===== src/rtl/i2s_tx.sv =====
// Philips I2S transmitter: accepts 24-bit stereo frames over valid/ready into a one-frame
// shadow buffer and serializes them MSB-first with the one-bit delay after each lrclk edge.
module i2s_tx #(
    parameter int unsigned width_p    = 24,
    parameter int unsigned slot_p     = 32,
    parameter int unsigned sclk_div_p = 2
) (
    input  logic               clk_i,
    input  logic               reset_i,
    input  logic [width_p-1:0] l_data_i,
    input  logic [width_p-1:0] r_data_i,
    input  logic               valid_i,
    output logic               ready_o,
    output logic               sclk_o,
    output logic               lrclk_o,
    output logic               sdata_o,
    output logic               underrun_o
);

    if (slot_p < width_p + 1) begin : g_bad_slot
        $error("i2s_tx: slot_p must be at least width_p+1");
    end
    if (sclk_div_p < 1) begin : g_bad_div
        $error("i2s_tx: sclk_div_p must be at least 1");
    end

    localparam int unsigned DivW = (sclk_div_p > 1) ? $clog2(sclk_div_p) : 1;
    localparam int unsigned BitW = $clog2(2 * slot_p);
    localparam int unsigned IdxW = (width_p > 1) ? $clog2(width_p) : 1;

    localparam logic [DivW-1:0] DivLast  = DivW'(sclk_div_p - 1);
    localparam logic [BitW-1:0] BitLast  = BitW'(2 * slot_p - 1);
    localparam logic [BitW-1:0] SlotLen  = BitW'(slot_p);
    localparam logic [BitW-1:0] WidthPos = BitW'(width_p);

    logic [DivW-1:0]    div_cnt_q, div_cnt_d;
    logic [BitW-1:0]    bit_cnt_q, bit_cnt_d;
    logic               sclk_q, sclk_d;
    logic               lrclk_q, lrclk_d;
    logic               sdata_q, sdata_d;
    logic               underrun_q, underrun_d;
    logic               ready_q, ready_d;
    logic               shadow_full_q, shadow_full_d;
    logic [width_p-1:0] l_shadow_q, l_shadow_d;
    logic [width_p-1:0] r_shadow_q, r_shadow_d;
    logic [width_p-1:0] l_shift_q, l_shift_d;
    logic [width_p-1:0] r_shift_q, r_shift_d;

    logic               tc;
    logic               fall_evt;
    logic               frame_start;
    logic               capture;
    logic [BitW-1:0]    bit_next;
    logic [BitW-1:0]    slot_pos;
    logic               in_right;
    logic [width_p-1:0] cur_word;
    logic [IdxW-1:0]    bit_idx;
    logic               bit_out;

    always_comb begin
        tc          = (div_cnt_q == DivLast);
        fall_evt    = tc & sclk_q;
        bit_next    = (bit_cnt_q == BitLast) ? '0 : bit_cnt_q + 1'b1;
        frame_start = fall_evt & (bit_cnt_q == BitLast);
        capture     = valid_i & ready_q;

        div_cnt_d = tc ? '0 : div_cnt_q + 1'b1;
        sclk_d    = tc ? ~sclk_q : sclk_q;
        bit_cnt_d = fall_evt ? bit_next : bit_cnt_q;

        // Frame registers are reloaded at frame start; an empty shadow sends silence.
        l_shift_d = l_shift_q;
        r_shift_d = r_shift_q;
        if (frame_start) begin
            l_shift_d = shadow_full_q ? l_shadow_q : '0;
            r_shift_d = shadow_full_q ? r_shadow_q : '0;
        end

        in_right = (bit_next >= SlotLen);
        slot_pos = in_right ? bit_next - SlotLen : bit_next;
        cur_word = in_right ? r_shift_d : l_shift_d;
        bit_idx  = IdxW'(width_p - int'(slot_pos));
        bit_out  = 1'b0;
        if (slot_pos >= BitW'(1) && slot_pos <= WidthPos) begin
            bit_out = cur_word[bit_idx];
        end

        lrclk_d    = fall_evt ? in_right : lrclk_q;
        sdata_d    = fall_evt ? bit_out : sdata_q;
        underrun_d = frame_start & ~shadow_full_q;

        // capture and frame_start-with-full are exclusive since capture needs an empty shadow.
        shadow_full_d = shadow_full_q;
        if (frame_start && shadow_full_q) begin
            shadow_full_d = 1'b0;
        end else if (capture) begin
            shadow_full_d = 1'b1;
        end
        l_shadow_d = capture ? l_data_i : l_shadow_q;
        r_shadow_d = capture ? r_data_i : r_shadow_q;
        ready_d    = ~shadow_full_d;
    end

    always_ff @(posedge clk_i) begin
        if (reset_i) begin
            div_cnt_q     <= '0;
            bit_cnt_q     <= BitLast;
            sclk_q        <= 1'b0;
            lrclk_q       <= 1'b1;
            sdata_q       <= 1'b0;
            underrun_q    <= 1'b0;
            ready_q       <= 1'b0;
            shadow_full_q <= 1'b0;
            l_shadow_q    <= '0;
            r_shadow_q    <= '0;
            l_shift_q     <= '0;
            r_shift_q     <= '0;
        end else begin
            div_cnt_q     <= div_cnt_d;
            bit_cnt_q     <= bit_cnt_d;
            sclk_q        <= sclk_d;
            lrclk_q       <= lrclk_d;
            sdata_q       <= sdata_d;
            underrun_q    <= underrun_d;
            ready_q       <= ready_d;
            shadow_full_q <= shadow_full_d;
            l_shadow_q    <= l_shadow_d;
            r_shadow_q    <= r_shadow_d;
            l_shift_q     <= l_shift_d;
            r_shift_q     <= r_shift_d;
        end
    end

    assign ready_o    = ready_q;
    assign sclk_o     = sclk_q;
    assign lrclk_o    = lrclk_q;
    assign sdata_o    = sdata_q;
    assign underrun_o = underrun_q;

endmodule


===== config.mk =====
export PLATFORM = sky130hd
export DESIGN_NAME = i2s_tx
export DESIGN_NICKNAME = d
export VERILOG_FILES = /design/src/rtl/i2s_tx.sv
export SDC_FILE = /design/constraint.sdc
export NUM_CORES = 1
export LEC_CHECK = 0
export CORE_MARGIN = 1.5
export CORE_UTILIZATION = 56
export DETAILED_ROUTE_END_ITERATION = 7
export GPL_TIMING_DRIVEN = 0
export PLACE_DENSITY = 0.78
export SYNTH_ARGS = -nofsm -noshare
export SYNTH_HDL_FRONTEND = slang
export SYNTH_SLANG_ARGS = --single-unit

===== constraint.sdc =====
create_clock -name clk_i -period 3 [get_ports clk_i]
set_input_delay 0.6 -clock clk_i [delete_from_list [all_inputs] [get_ports clk_i]]
set_output_delay 0.6 -clock clk_i [all_outputs]
set_load 0.005 [all_outputs]

==> impl_results.md, run 1 <==
- Status: completed
- Synth Register Bits: 109
- Antenna diode count: 0
- Drc violations: 0
- Post-layout min period: 2880 ps
- Register area share after synthesis: 45.5%
- Cell Pwr Density: 522 nW/µm²
- Start of the worst register-to-register path: bit_cnt_q[0]
- Vias in the first global route: 4,195
- Highest Clock Rate: 0.348 GHz
- Worst setup path class: flip-flop to flip-flop
- # port buffers: 55
- Clk_lat worst skew: 380 ps
- Cell area after synthesis: 4800 µm²
- CTS Sinks: 109
- First-pass GRT wire length: 20,900 µm
- Number of distinct library cells after synthesis: 49
- Crit path capture type: flip-flop
- Post-Synth Adder-Cell Area: 0.783%
- Site row count: 33
- Die width: 95.5 µm
- Top cell type's share of synthesized area: 45.5%
- Max-Cap Viols: 0
- Synth Area in Compound Gates: 17.8%
- XOR/XNOR Fraction of Synth Area: 1.46%
- Worst slack, placed: -331 ps
- Initial core utilization: 58.1%
- Total power: 3.02 mW
- Peak supply drop: 0.278 mV
- Root Buffer: clkbuf_8
- Hold_sp: l_shadow_q[19]
- LEAKAGE: 2.14 nW
- Crit path cell chain: buf_4, inv_2, or4_1, buf_2, and2_4, buf_6, a31o_1, mux4_2, nor2_1, a2111oi_2, a221oi_2
- Clk slew on worst S/H paths: 120 ps
- Clk buf depth: 2
- Hold Crit Class: flip-flop to flip-flop
- Largest net degree at the start of global routing: 20
- CTS tree: done
- EDFF count, synth: 0
- Top Ports: 56
- Final net count: 736
- TritonRoute pass-1 iters: 5
- Synth warn: 0
- Top delay family on crit path: simple AND/OR/NAND/NOR gates
- Final WS setup: 124 ps
- Slowest stage delay, CP: 500 ps
- Slew @ Worst Pin: 582 ps
- DIE HEIGHT: 95.5 µm
- DR WL/cell: 16.5 µm
- CORE AREA: 8260 µm²
- CTS Hold Bufs: 0
- Initial antenna violation count: 0
- Slowest CP cell: or4_1
- Critical path origin: bit_cnt_q[0]
- Final setup fails: 0
- Fin crit share: 95.9%
- Commonest cells after routing, fill and taps aside: 141 x nand2_1, 106 x dfxtp_1, 93 x a21oi_1
- Share of layout cells above drive strength 1: 8.30%
- TritonCTS Buffers: 9
- Synth Net Count: 670
- DR vias/cell: 5.76
- RSZ-0062 raised after global routing: no
- WP data required: 3290 ps
- Setup crit start kind: flip-flop
- Post-synthesis mux area share: 5.11%
- Antenna viol nets, final: 0
- Total GRT Usage: 30.1%
- WHS: 459 ps
- Final WL: 13,100 µm
- Async SR Flop Fraction: 0%
- WP data arrival: 3170 ps
- CP Buf/Inv Count: 4
- Fin util: 70.2%
- GRT overflow: 0
- Max-Slew Margin vs Limit: 61.2%
- GP Congestion: 0.937
- Mapped Cells: 616
- Largest family of logic cells by synthesized area: simple AND/OR/NAND/NOR gates
- Endpoints failing hold: 0
- Simple-Gate Fraction of Synth Area: 24.3%
- Slew Limit Fails: 0
- Avg Inst Size Synth: 7.79 µm²
- Critical Path Fanout Max: 10
- DR iter-0 viols: 346
- Die area: 9130 µm²
- Commonest non-fill, non-tap cell in the layout: nand2_1
- Layout area overhead: 20.8%
- Worst Clk Skew: 17.5 ps
- Ys flop type: dfxtp_1
- Area contributors post-synth: dfxtp_1 45%, nand2_1 11%, a21oi_1 11%
- Vias: 4,560
- Area leader, netlist: dfxtp_1
- H-tree levels: 3
- Detailed Place HPWL: 9580 µm
==> timing repair <==
action | 4_1_cts | 5_1_grt
setup buffers | 0 | 2
pin swaps | 0 | 3
setup endpoints to repair | 1 | 1
resized for setup | 6 | 28
==> cell type report <==
class	instances	area, µm²
timing repair buffer	57	566
clock buffer	10	128
clock inverter	6	80.1
fill	707	2460
inverter	5	18.8
multi-input combinational	450	2460
sequential	109	2190
buffer	50	225
tap	105	131
==> flip-flops by register name (all words and copies together), names as in the netlist <==
name           flops
l_shadow_q        24
l_shift_q         24
r_shadow_q        24
r_shift_q         24
bit_cnt_q          6
div_cnt_q          1
lrclk_o            1
ready_o            1
sclk_o             1
sdata_o            1
shadow_full_q      1
underrun_o         1
==> worst reg2reg max path, stage by stage, from the launching register on <==
cell and delay, ps:
dfxtp_2 390, buf_4 180, inv_2 50, or4_1 500, buf_2 180, and2_4 170
buf_6 140, a31o_1 220, mux4_2 450, nor2_1 200, a2111oi_2 90, a221oi_2 220
==> synthesized netlist by cell type (2+ instances only) <==
master / number
nand2_1: 141
dfxtp_1: 109
a21oi_1: 101
nor2_1: 45
clkbuf_1: 36
nor3_1: 23
nand3_1: 21
mux2i_1: 20
and3_1: 14
o21ai_0: 14
buf_2: 8
nor2b_1: 6
a211o_1: 5
and2_1: 5
buf_1: 5
xnor2_1: 5
inv_1: 4
nand4_1: 4
a2111oi_0: 3
a221oi_1: 3
a22o_1: 3
a31oi_1: 3
ha_1: 3
o211ai_1: 3
xor2_1: 3
buf_4: 2
mux4_2: 2
nand2b_1: 2
o21bai_1: 2
o22ai_1: 2
==> kinds of logic (layout without fill, tap and decap cells) <==
logic type | after synthesis | after routing
fa+ha+maj | 3 | 3
buf+inv | 57 | 128
simple gates | 268 | 268
flops | 109 | 109
mux | 22 | 22
compound gates | 149 | 149
xor+xnor | 8 | 8
==> routing by layer <==
layer,track usage [%],vias up,part of all wire [%]
li1,-,2237,-
met1,40.1,2104,45
met2,48.4,185,46
met3,6.46,34,6.3
met4,9.68,0,2.6
met5,0,-,0
==> final timing paths <==
kind              depth (start not counted)              to  slack, ps
setup / recovery                         11         sdata_o        120
hold reg to reg                           2  l_shadow_q[19]        460
setup reg to reg                         11         sdata_o        120
hold / removal                            2  l_shadow_q[19]        460
==> report_power, final <==
| group | leakage (nW) | internal (mW) | switching [mW] |
|---|---|---|---|
| registers | 0.883 | 1.49 | 0.0342 |
| clock network | 0.106 | 0.403 | 0.536 |
| logic | 1.15 | 0.230 | 0.328 |
==> through the flow <==
step	TNS, ps	area [µm²]	instances
after floorplan	0	4800	616
after detailed placement	-331	5480	776
final	0	5790	792
after global placement	-295	5480	776
after global routing	0	5790	792
after CTS	0	5710	792
Power figures use the tool's default switching activity.
==> run 2, diff against run 1 <==
- GPL_ROUTABILITY_DRIVEN: unset -> 0
==> results of run 2 <==
Same layout as run 1: the final DEF is identical, and so are final timing and power.
==> run 3, diff against run 2 <==
- CORE_UTILIZATION: 56 -> 63
- DONT_BUFFER_PORTS: unset -> 1
- PLACE_DENSITY: 0.78 -> 0.77
==> run 3 against run 2 <==
Compared with the run above:
- hold slack worse by 140 ps
- routed wire length down 6.1%
- register-to-register slack worse by 60 ps
- clock skew down 7.1 ps
- worst setup slack worse by 56 ps
- clock-buffer cell count down 1
- clock power down 6.5%
- flip-flop and latch count unchanged
- combinational power down 15%
- non-clock buffer count down 54
- final cell count down 7.7%
- sequential share of layout area up 4.2 points
- largest power group unchanged
- highest routed layer unchanged
==> impl_results.md, run 3 (same netlist as run 1, synthesis figures left out) <==
- Final net count: 682 (-7.3%)
- Worst setup path class: flip-flop to flip-flop
- Total GRT Usage: 30.8% (+0.69 points)
- Die width: 90.3 µm (-5.5%)
- CORE AREA: 7290 µm² (-12%)
- Max-Slew Margin vs Limit: 40.4% (-21 points)
- Root Buffer: clkbuf_8
- Crit path cell chain: nand4_1, or2_2, clkbuf_1, buf_2, clkbuf_4, a21oi_1, mux2i_1, mux2i_1, mux2i_1, a2111oi_2, a221oi_2
- Peak supply drop: 0.381 mV (+37%)
- Post-layout min period: 2930 ps (+56.2 ps)
- RSZ-0062 raised after global routing: no
- Fill cells: 676 (-4.4%)
- GRT overflow: 0 (unchanged)
- Worst slack, placed: -357 ps (-26.2 ps)
- CP endpoint: sdata_o
- CP most frequent cell: mux2i_1
- Slew Limit Fails: 0 (unchanged)
- Commonest cells after routing, fill and taps aside: 141 x nand2_1, 107 x dfxtp_1, 93 x a21oi_1
- DR iter-0 viols: 318 (-8.1%)
- WP data arrival: 3200 ps (+30 ps)
- CTS Hold Bufs: 0 (unchanged)
- Status: completed
- Clk buf depth: 2 (unchanged)
- Critical Path Fanout Max: 10 (unchanged)
- Setup crit start kind: flip-flop
- # port buffers: 0 (-100%)
- Antenna viol nets, final: 0 (unchanged)
- Highest Clock Rate: 0.341 GHz (-1.9%)
- Worst Clk Skew: 10.4 ps (-7.14 ps)
- CTS tree: done
- DR WL/cell: 16.8 µm (+1.7%)
- Antenna diode count: 0 (unchanged)
- Final WS setup: 68.0 ps (-56.2 ps)
- Clk_lat worst skew: 390 ps (about the same)
- TritonRoute pass-1 iters: 4 (-1)
- Top Ports: 56 (unchanged)
- WP data required: 3270 ps (-20 ps)
- Final WL: 12,300 µm (-6.1%)
- Die area: 8150 µm² (-11%)
- Commonest non-fill, non-tap cell in the layout: nand2_1
- Layout area overhead: 8.51%
- Total power: 2.88 mW (-4.8%)
- R2R setup slack: 70 ps (-60 ps)
- Worst reg-to-reg path cell count: 11 (unchanged)
- Slew @ Worst Pin: 891 ps (+309 ps)
- Reg-to-Reg End: sdata_o
- Fin crit share: 97.7% (+1.9 points)
- LEAKAGE: 1.90 nW (-11%)
- Vias in the first global route: 4,004 (-4.6%)
- Endpoints failing hold: 0 (unchanged)
- TritonCTS Buffers: 9 (unchanged)
- Site row count: 31 (-6.1%)
- DR vias/cell: 5.95 (+3.4%)
- Critical path origin: bit_cnt_q[5]
- H-tree levels: 3 (unchanged)
- First-pass GRT wire length: 19,700 µm (-5.9%)
- Detailed Place HPWL: 9090 µm (-5.1%)
- Initial antenna violation count: 0 (unchanged)
- Hold_sp: l_data_i[4]
- WHS: 324 ps (-135 ps)
- Clk slew on worst S/H paths: 110 ps (about the same)
- Cell Pwr Density: 553 nW/µm² (+6.0%)
- Slowest stage delay, CP: 510 ps (about the same)
- Max-Cap Viols: 0 (unchanged)
- Start of the worst register-to-register path: bit_cnt_q[5]
- Final setup fails: 0 (unchanged)
- Share of layout cells above drive strength 1: 8.39% (+0.089 points)
- Initial core utilization: 65.8% (+7.7 points)
- DIE HEIGHT: 90.3 µm (-5.5%)
- Crit path capture type: flip-flop
- Largest net degree at the start of global routing: 21 (+5.0%)
- Hold Crit Class: input pin to flip-flop
- CTS Sinks: 109 (unchanged)
- Vias: 4,350 (-4.6%)
- Slowest CP cell: dfxtp_1
- Drc violations: 0 (unchanged)
-- run 3: changes by cell type in the layout (fill, tap and decap cells not counted), moves of 2 or more --
cell | previous run | this run
clkbuf_1 | 33 | 35
clkbuf_2 | 3 | 1
clkdlybuf4s50_1 | 55 | 0
inv_6 | 1 | 3
o21ai_0 | 12 | 14
o21ai_1 | 3 | 1
-- run 3: report_power, final --
group / switching [mW] / internal [mW] / leakage, nW
Clock: 0.556 / 0.322 / 0.0962
Combinational: 0.308 / 0.165 / 0.924
Sequential: 0.0336 / 1.49 / 0.883
Total: 0.897 / 1.98 / 1.90
-- run 3: timing repair --
action,in CTS,in global routing
cloned,0,0
gates resized for setup,6,19
setup buffers,0,1
pin swaps,0,1
setup endpoints to repair,1,1
-- run 3: worst min path at each step --
stage	slack [ps]	endpoint	cells after the start
final	320	l_shadow_q[4]	2
after global routing	320	r_shadow_q[11]	2
after CTS	320	r_shadow_q[3]	2
after detailed placement	450	l_shadow_q[18]	2
after global placement	440	l_shadow_q[18]	2
after floorplan	430	r_shift_q[23]	2
-- run 3: critical path: cells and delay by family, from the launching register on --
| family | cells | cell delay [ps] |
|---|---|---|
| buf+inv | 3 | 610 |
| flops | 1 | 510 |
| simple gates | 2 | 600 |
| compound gates | 3 | 700 |
| mux | 3 | 390 |
-- run 3: layout make-up --
class                   instances  area (µm²)  share of cell area (%)
clock inverters                 6        67.6                    1.30
plain buffers                  52         228                    4.38
flip-flops and latches        109        2180                    42.0
multi-input cells             450        2450                    47.1
repair buffers                  1        7.51                   0.144
well taps                      99         124                    2.38
inverters                       5        18.8                   0.361
clock buffers                   9         124                    2.38
-- run 3: metrics by stage --
step	instance area, µm²	instances	utilization, %	TNS [ps]
floorplan	4800	616	-	0
global placement	4920	715	67.5	-298
detailed placement	4920	715	67.5	-357
CTS	5130	730	70.4	0
global route	5200	731	71.4	0
finish	5200	731	71.4	0
-- run 3: routing by layer --
metal  routed length (µm)  vias up  track usage [%]
li1                     -     2123                -
met1                 5590     2048             41.2
met2                 5640      158             49.9
met3                  888       21             5.39
met4                  185        0             11.2
met5                    0        -                0
